$ cat config.mk
export PLATFORM = sky130hd
export DESIGN_NAME = preg_free_list
export DESIGN_NICKNAME = d
export VERILOG_FILES = /design/src/rtl/preg_free_list_pkg.sv /design/src/rtl/preg_free_list_lane_compactor.sv /design/src/rtl/preg_free_list.sv
export SDC_FILE = /design/constraint.sdc
export NUM_CORES = 1
export LEC_CHECK = 0
export CORE_ASPECT_RATIO = 1.25
export CORE_MARGIN = 2
export CORE_UTILIZATION = 45
export DETAILED_ROUTE_END_ITERATION = 8
export HOLD_SLACK_MARGIN = 0.12
export PLACE_DENSITY = 0.57
export SLEW_MARGIN = 20
export SYNTH_ARGS = -nofsm -noshare
export SYNTH_HDL_FRONTEND = slang
export SYNTH_SLANG_ARGS = --single-unit
$ cat constraint.sdc
create_clock -name clk -period 5.9 [get_ports clk]
set_input_delay 1.475 -clock clk [delete_from_list [all_inputs] [get_ports clk]]
set_output_delay 1.475 -clock clk [all_outputs]
set_load 0.02 [all_outputs]
$ cat src/rtl/preg_free_list_pkg.sv
// Shared types and default sizing for the physical scalar register free list.
package preg_free_list_pkg;

  localparam int PSCALAR_NUM    = 64;
  localparam int LSCALAR_NUM    = 32;
  localparam int RENAME_WIDTH   = 2;
  localparam int COMMIT_WIDTH   = 2;
  localparam int FREE_LIST_SIZE = PSCALAR_NUM - LSCALAR_NUM;

  typedef enum logic {
    FL_INIT  = 1'b0,
    FL_READY = 1'b1
  } free_list_state_e;

  typedef logic [$clog2(FREE_LIST_SIZE)-1:0]   free_list_ptr_t;
  typedef logic [$clog2(FREE_LIST_SIZE+1)-1:0] free_list_cnt_t;

endpackage

$ cat src/rtl/preg_free_list_lane_compactor.sv
// Prefix popcount: each lane learns how many lower lanes are valid (its rank),
// plus the total number of valid lanes.
module preg_free_list_lane_compactor #(
  parameter int WIDTH   = 2,
  parameter int RANK_BW = $clog2(WIDTH + 1)
) (
  input  logic [WIDTH-1:0]         valid_i,
  output logic [WIDTH*RANK_BW-1:0] rank_o,
  output logic [RANK_BW-1:0]       count_o
);

  logic [RANK_BW-1:0] acc;

  always_comb begin
    acc    = '0;
    rank_o = '0;
    for (int i = 0; i < WIDTH; i++) begin
      rank_o[i*RANK_BW +: RANK_BW] = acc;
      acc = acc + RANK_BW'(valid_i[i]);
    end
    count_o = acc;
  end

endmodule

$ cat src/rtl/preg_free_list.sv
// Circular free list of non-architectural physical registers: rename lanes
// allocate from head, commit lanes return registers at tail.
module preg_free_list
  import preg_free_list_pkg::*;
#(
  parameter int PREG_NUM      = PSCALAR_NUM,
  parameter int LREG_NUM      = LSCALAR_NUM,
  parameter int ALLOC_WIDTH   = RENAME_WIDTH,
  parameter int RELEASE_WIDTH = COMMIT_WIDTH,
  localparam int FL_SIZE      = PREG_NUM - LREG_NUM,
  localparam int PREG_BW      = $clog2(PREG_NUM),
  localparam int PTR_BW       = $clog2(FL_SIZE),
  localparam int CNT_BW       = $clog2(FL_SIZE + 1)
) (
  input  logic                             clk,
  input  logic                             rst_n,
  input  logic                             reinit,
  input  logic [ALLOC_WIDTH-1:0]           allocReq,
  output logic                             allocGrant,
  output logic [ALLOC_WIDTH*PREG_BW-1:0]   allocRegNum,
  input  logic [RELEASE_WIDTH-1:0]         releaseValid,
  input  logic [RELEASE_WIDTH*PREG_BW-1:0] releaseRegNum,
  output logic                             ready,
  output logic [CNT_BW-1:0]                freeCount,
  output logic                             overflowErr,
  output logic                             state_dbg_o
);

  localparam int A_RBW = $clog2(ALLOC_WIDTH + 1);
  localparam int R_RBW = $clog2(RELEASE_WIDTH + 1);

  free_list_state_e  state_q, state_d;
  logic [PTR_BW-1:0] head_q, head_d, tail_q, tail_d, init_idx_q, init_idx_d;
  logic [CNT_BW-1:0] cnt_q, cnt_d;
  logic              ovf_q, ovf_d;
  logic [PREG_BW-1:0] mem [FL_SIZE];

  logic [ALLOC_WIDTH*A_RBW-1:0]   alloc_rank;
  logic [A_RBW-1:0]               n_req;
  logic [RELEASE_WIDTH*R_RBW-1:0] rel_rank;
  logic [R_RBW-1:0]               n_rel;

  logic               is_ready, init_wr;
  logic [CNT_BW-1:0]  granted, after_alloc, avail, n_rel_c, n_fit;
  logic [RELEASE_WIDTH-1:0] rel_wr;
  logic [PTR_BW-1:0]  rel_idx [RELEASE_WIDTH];

  // Pointer wrap by compare/subtract so FL_SIZE need not be a power of two.
  function automatic logic [PTR_BW-1:0] ptr_add(input logic [PTR_BW-1:0] base,
                                                input logic [PTR_BW:0]   off);
    logic [PTR_BW+1:0] sum;
    sum = {2'b00, base} + {1'b0, off};
    if (sum >= (PTR_BW+2)'(FL_SIZE)) sum = sum - (PTR_BW+2)'(FL_SIZE);
    return sum[PTR_BW-1:0];
  endfunction

  preg_free_list_lane_compactor #(.WIDTH(ALLOC_WIDTH), .RANK_BW(A_RBW)) u_alloc_cmp (
    .valid_i (allocReq),
    .rank_o  (alloc_rank),
    .count_o (n_req)
  );

  preg_free_list_lane_compactor #(.WIDTH(RELEASE_WIDTH), .RANK_BW(R_RBW)) u_rel_cmp (
    .valid_i (releaseValid),
    .rank_o  (rel_rank),
    .count_o (n_rel)
  );

  assign is_ready    = (state_q == FL_READY);
  assign ready       = is_ready;
  assign freeCount   = cnt_q;
  assign overflowErr = ovf_q;
  assign state_dbg_o = state_q;

  // Grant is judged against the registered count, so same-cycle releases
  // only become allocatable on the following cycle.
  always_comb begin
    allocGrant  = is_ready && (n_req != '0) && (cnt_q >= CNT_BW'(n_req));
    allocRegNum = '0;
    for (int l = 0; l < ALLOC_WIDTH; l++) begin
      if (is_ready && allocReq[l])
        allocRegNum[l*PREG_BW +: PREG_BW] =
          mem[ptr_add(head_q, (PTR_BW+1)'(alloc_rank[l*A_RBW +: A_RBW]))];
    end
  end

  always_comb begin
    granted     = allocGrant ? CNT_BW'(n_req) : '0;
    after_alloc = cnt_q - granted;
    avail       = CNT_BW'(FL_SIZE) - after_alloc;
    n_rel_c     = CNT_BW'(n_rel);
    n_fit       = (n_rel_c > avail) ? avail : n_rel_c;
    for (int l = 0; l < RELEASE_WIDTH; l++) begin
      rel_idx[l] = ptr_add(tail_q, (PTR_BW+1)'(rel_rank[l*R_RBW +: R_RBW]));
      rel_wr[l]  = is_ready && !reinit && releaseValid[l] &&
                   (CNT_BW'(rel_rank[l*R_RBW +: R_RBW]) < avail);
    end
  end

  always_comb begin
    state_d    = state_q;
    head_d     = head_q;
    tail_d     = tail_q;
    init_idx_d = init_idx_q;
    cnt_d      = cnt_q;
    ovf_d      = ovf_q;
    init_wr    = 1'b0;
    if (reinit) begin
      state_d    = FL_INIT;
      head_d     = '0;
      tail_d     = '0;
      init_idx_d = '0;
      cnt_d      = '0;
    end else begin
      case (state_q)
        FL_INIT: begin
          init_wr    = 1'b1;
          init_idx_d = ptr_add(init_idx_q, (PTR_BW+1)'(1));
          tail_d     = ptr_add(init_idx_q, (PTR_BW+1)'(1));
          cnt_d      = CNT_BW'(init_idx_q) + CNT_BW'(1);
          if (releaseValid != '0) ovf_d = 1'b1;
          if (init_idx_q == PTR_BW'(FL_SIZE - 1)) state_d = FL_READY;
        end
        FL_READY: begin
          if (allocGrant) head_d = ptr_add(head_q, (PTR_BW+1)'(n_req));
          tail_d = ptr_add(tail_q, (PTR_BW+1)'(n_fit));
          cnt_d  = after_alloc + n_fit;
          if (n_rel_c > avail) ovf_d = 1'b1;
        end
        default: state_d = FL_INIT;
      endcase
    end
  end

  always_ff @(posedge clk or negedge rst_n) begin
    if (!rst_n) begin
      state_q    <= FL_INIT;
      head_q     <= '0;
      tail_q     <= '0;
      init_idx_q <= '0;
      cnt_q      <= '0;
      ovf_q      <= 1'b0;
    end else begin
      state_q    <= state_d;
      head_q     <= head_d;
      tail_q     <= tail_d;
      init_idx_q <= init_idx_d;
      cnt_q      <= cnt_d;
      ovf_q      <= ovf_d;
    end
  end

  always_ff @(posedge clk) begin
    if (init_wr) mem[init_idx_q] <= PREG_BW'(LREG_NUM) + PREG_BW'(init_idx_q);
    for (int l = 0; l < RELEASE_WIDTH; l++) begin
      if (rel_wr[l]) mem[rel_idx[l]] <= releaseRegNum[l*PREG_BW +: PREG_BW];
    end
  end

endmodule
==> results.yml <==
layout:
  nets: 1168
  n_antenna_cell: 0
  drive_gt1_share_pct: 45.8
  area_growth_pct: 20.2
  final-seq-area_sq_um: 6350
  final_common_cell: "edfxtp_1"
  design_area_sq_um: 16800
  multi_input_area_sq_um: 7290
  mostFrequentLayoutCells: "192 x edfxtp_1, 180 x mux2_2, 120 x mux4_2"
  fill_cells: 2492
routing:
  routed_wirelength_um: 41300
  avgViaCountPerCell: 6.13
  antenna_left: 0
  dr.pass1.iters: 5
  drcViolationCount: 0
  vias: 9458
  drt_iter0_markers: 939
  wl_per_cell_um: 26.7
place:
  gp_congestion: 0.874
  pre_cts_ws_ns: -0.617
  port-buffer-count: 40
  dp_hpwl_um: 29500
  place_area_sq_um: 15900
synthesis:
  ys_seq_area_share_pct: 45.5
  yosys_most_used_dff: "edfxtp_1"
  yosysWarningCount: 0
  netlist_area_sq_um: 13900
  synth_edf_count: 192
  synth.distinct_cells: 56
  synth_seq_cells: 215
  avgSynthCellArea_sq_um: 13.9
  synthArstFlopShare_pct: 10.7
  syn_inst: 1004
sta:
  min_period_ns: 5.61
  setup_ws_ns: 0.288
  worst_pin_slew_ns: 0.933
  hold_slack_ns: 0.536
  skew_ns: 0.0127
  fmax_mhz: 178
  setup_viol: 0
  tns_ns: 0
  hold_violations: 0
  slew-limit-headroom_pct: 37.8
  slew_viol_final: 0
  finalCritPeriodShare_pct: 95.1
  rsz0062_at_grt: "no"
power_and_ir_drop:
  ir_drop_mv: 0.181
  combPwrFrac_pct: 11.2
  leakagePower_nw: 6.08
  internal_power_mw: 2.72
  power_density_nw_per_um2: 213
  p_clk_share_pct: 41.7
  sw_frac_of_total_pct: 23.8
  power_frac_seq_pct: 47.1
  power_mw: 3.58
  power_switching_mw: 0.852
global_route:
  grt_util_met2_pct: 44.0
  grt.met3_usage_pct: 2.73
  grt_start_max_net_pins: 53
  gr-usage-all-layers_pct: 26.0
  grt_pass1_vias: 9523
  gr-max-usage-layer: "met2"
  antenna_found_initial: 0
  overflow: 0
  grt_pass1_wl_um: 62000
  grt_use_met1_pct: 35.6
worst_setup_path:
  cp-end-kind: "flip-flop"
  crit_arrival_ns: 6.01
  crit_path_max_fanout: 5
  start_kind: "primary input"
  required_ns: 6.30
  path_class: "in -> reg"
clock_network:
  cts_sinks: 215
  htree_levels: 1
  root_buffer: "clkbuf_16"
  cts_hold_buf: 0
  clock_latency_ns: 0.53
  numCtsBuffers: 24
  clk_path_buf_depth: 3
  clk_pin_slew_ns: 0.06
  tritoncts: "built"
floorplanning:
  pin_count: 41
  coreArea_sq_um: 30700
  die_y_um: 201
  fp.dieW_um: 161
  rows: 72
  die_area_sq_um: 32400
  start_util_pct: 45.4
job:
  maxCapViolations: 0
outcome:
  status: "finished clean"
min_path:
  holdCritPathClass: "reg -> reg"
-- cells by family after synthesis --
kind of cell	Yosys count	share of synthesized area (%)
AO/OA/AOI/OAI	110	4.71
XOR/XNOR	22	1.38
adder cells (fa/ha/maj)	30	2.91
buffers and inverters	120	3.50
flip-flops	215	45.5
multiplexers	319	35.4
other	1	0.0269
AND/OR/NAND/NOR	187	6.59
-- sequential cells by signal (all words and copies together) (netlist names) --
name,count
init_idx_q,5
tail_q,5
mem,192
ready,1
head_q,5
overflowErr,1
freeCount,6
-- metrics by stage --
| step | cells | util (%) |
|---|---|---|
| global route | 1544 | 54.5 |
| global placement | 1495 | 51.7 |
| floorplan | 1005 | - |
| finish | 1544 | 54.5 |
| detailed placement | 1495 | 51.7 |
| CTS | 1542 | 54.5 |
-- worst max-delay path, cell delays in order --
cell and delay [ns]:
clkbuf_2 0.10, buf_12 0.12, inv_12 0.03, ha_4 0.23, ha_4 0.26, o21ai_2 0.06
a311oi_4 0.24, and2_4 0.20, ha_2 0.18, fa_2 0.51, buf_6 0.15, inv_1 0.06
o211ai_1 0.11, a221oi_2 0.30, buf_4 0.17, a211oi_2 0.06, nor3_2 0.23, buf_4 0.17
mux2_4 0.31, ha_1 0.30, a21o_1 0.19, a21oi_2 0.15, nor3_1 0.07, xnor2_1 0.13
a21oi_1 0.14, nor2_1 0.05
-- final timing paths --
check                              from             to  slack (ns)  cells past startpoint
hold / removal              overflowErr    overflowErr        0.54                      1
min in group asynchronous         rst_n  init_idx_q[4]        1.30                      2
max in group asynchronous         rst_n      head_q[0]        4.31                      2
setup reg to reg           freeCount[2]   freeCount[5]        1.13                     20
hold reg to reg             overflowErr    overflowErr        0.54                      1
setup / recovery            allocReq[1]   freeCount[5]        0.29                     26
-- metal layers --
layer / wire (um) / vias up
met5: 0 / -
met4: 1190 / 0
met3: 2430 / 62
met2: 20700 / 344
met1: 16900 / 4873
li1: - / 4179
-- what timing repair did --
item	CTS	global route
pin swaps	8	5
setup endpoints to repair	10	6
gates cloned	1	0
resized for setup	14	4
setup buffers	2	2
-- area by class of cell --
| class | instances | share of cell area [%] |
|---|---|---|
| multi-input cells | 670 | 43.5 |
| clock buffers | 28 | 3.80 |
| clock inverters | 16 | 0.799 |
| repair buffers | 182 | 10.3 |
| flip-flops and latches | 215 | 37.9 |
| inverters | 26 | 0.657 |
| well taps | 407 | 3.04 |
-- synth_stat cells, drive strengths merged, types with 2 or more instances --
master / instances / area (sq um)
a211oi: 4 / 35.0
a21o: 4 / 30.0
a21oi: 44 / 220
a31oi: 3 / 18.8
a32oi: 3 / 26.3
and2: 7 / 43.8
and3: 6 / 37.5
and3b: 2 / 17.5
buf: 34 / 165
clkbuf: 60 / 225
dfrtp: 23 / 576
edfxtp: 192 / 5770
fa: 4 / 80.1
ha: 26 / 325
inv: 26 / 97.6
mux2: 184 / 2080
mux2i: 15 / 150
mux4: 120 / 2700
nand2: 33 / 124
nand2b: 7 / 43.8
nand3: 20 / 100
nand3b: 3 / 22.5
nand4: 4 / 25.0
nand4b: 2 / 17.5
nor2: 64 / 240
nor2b: 8 / 50.1
nor3: 15 / 85.1
o21a: 2 / 15.0
o21ai: 28 / 140
o21bai: 4 / 30.0
o22ai: 8 / 50.1
or3: 11 / 68.8
xnor2: 13 / 114
xor2: 9 / 78.8
-- power by group through the flow --
| stage | Clock [mW] | Combinational, mW | Sequential (mW) |
|---|---|---|---|
| after detailed placement | 0 | 0.392 | 1.72 |
| after CTS | 1.51 | 0.401 | 1.68 |
| final | 1.49 | 0.401 | 1.68 |
| after global routing | 1.57 | 0.432 | 1.69 |
| after floorplan | 0 | 0.237 | 1.71 |
| after global placement | 0 | 0.389 | 1.72 |
Power figures use the tool's default switching activity.
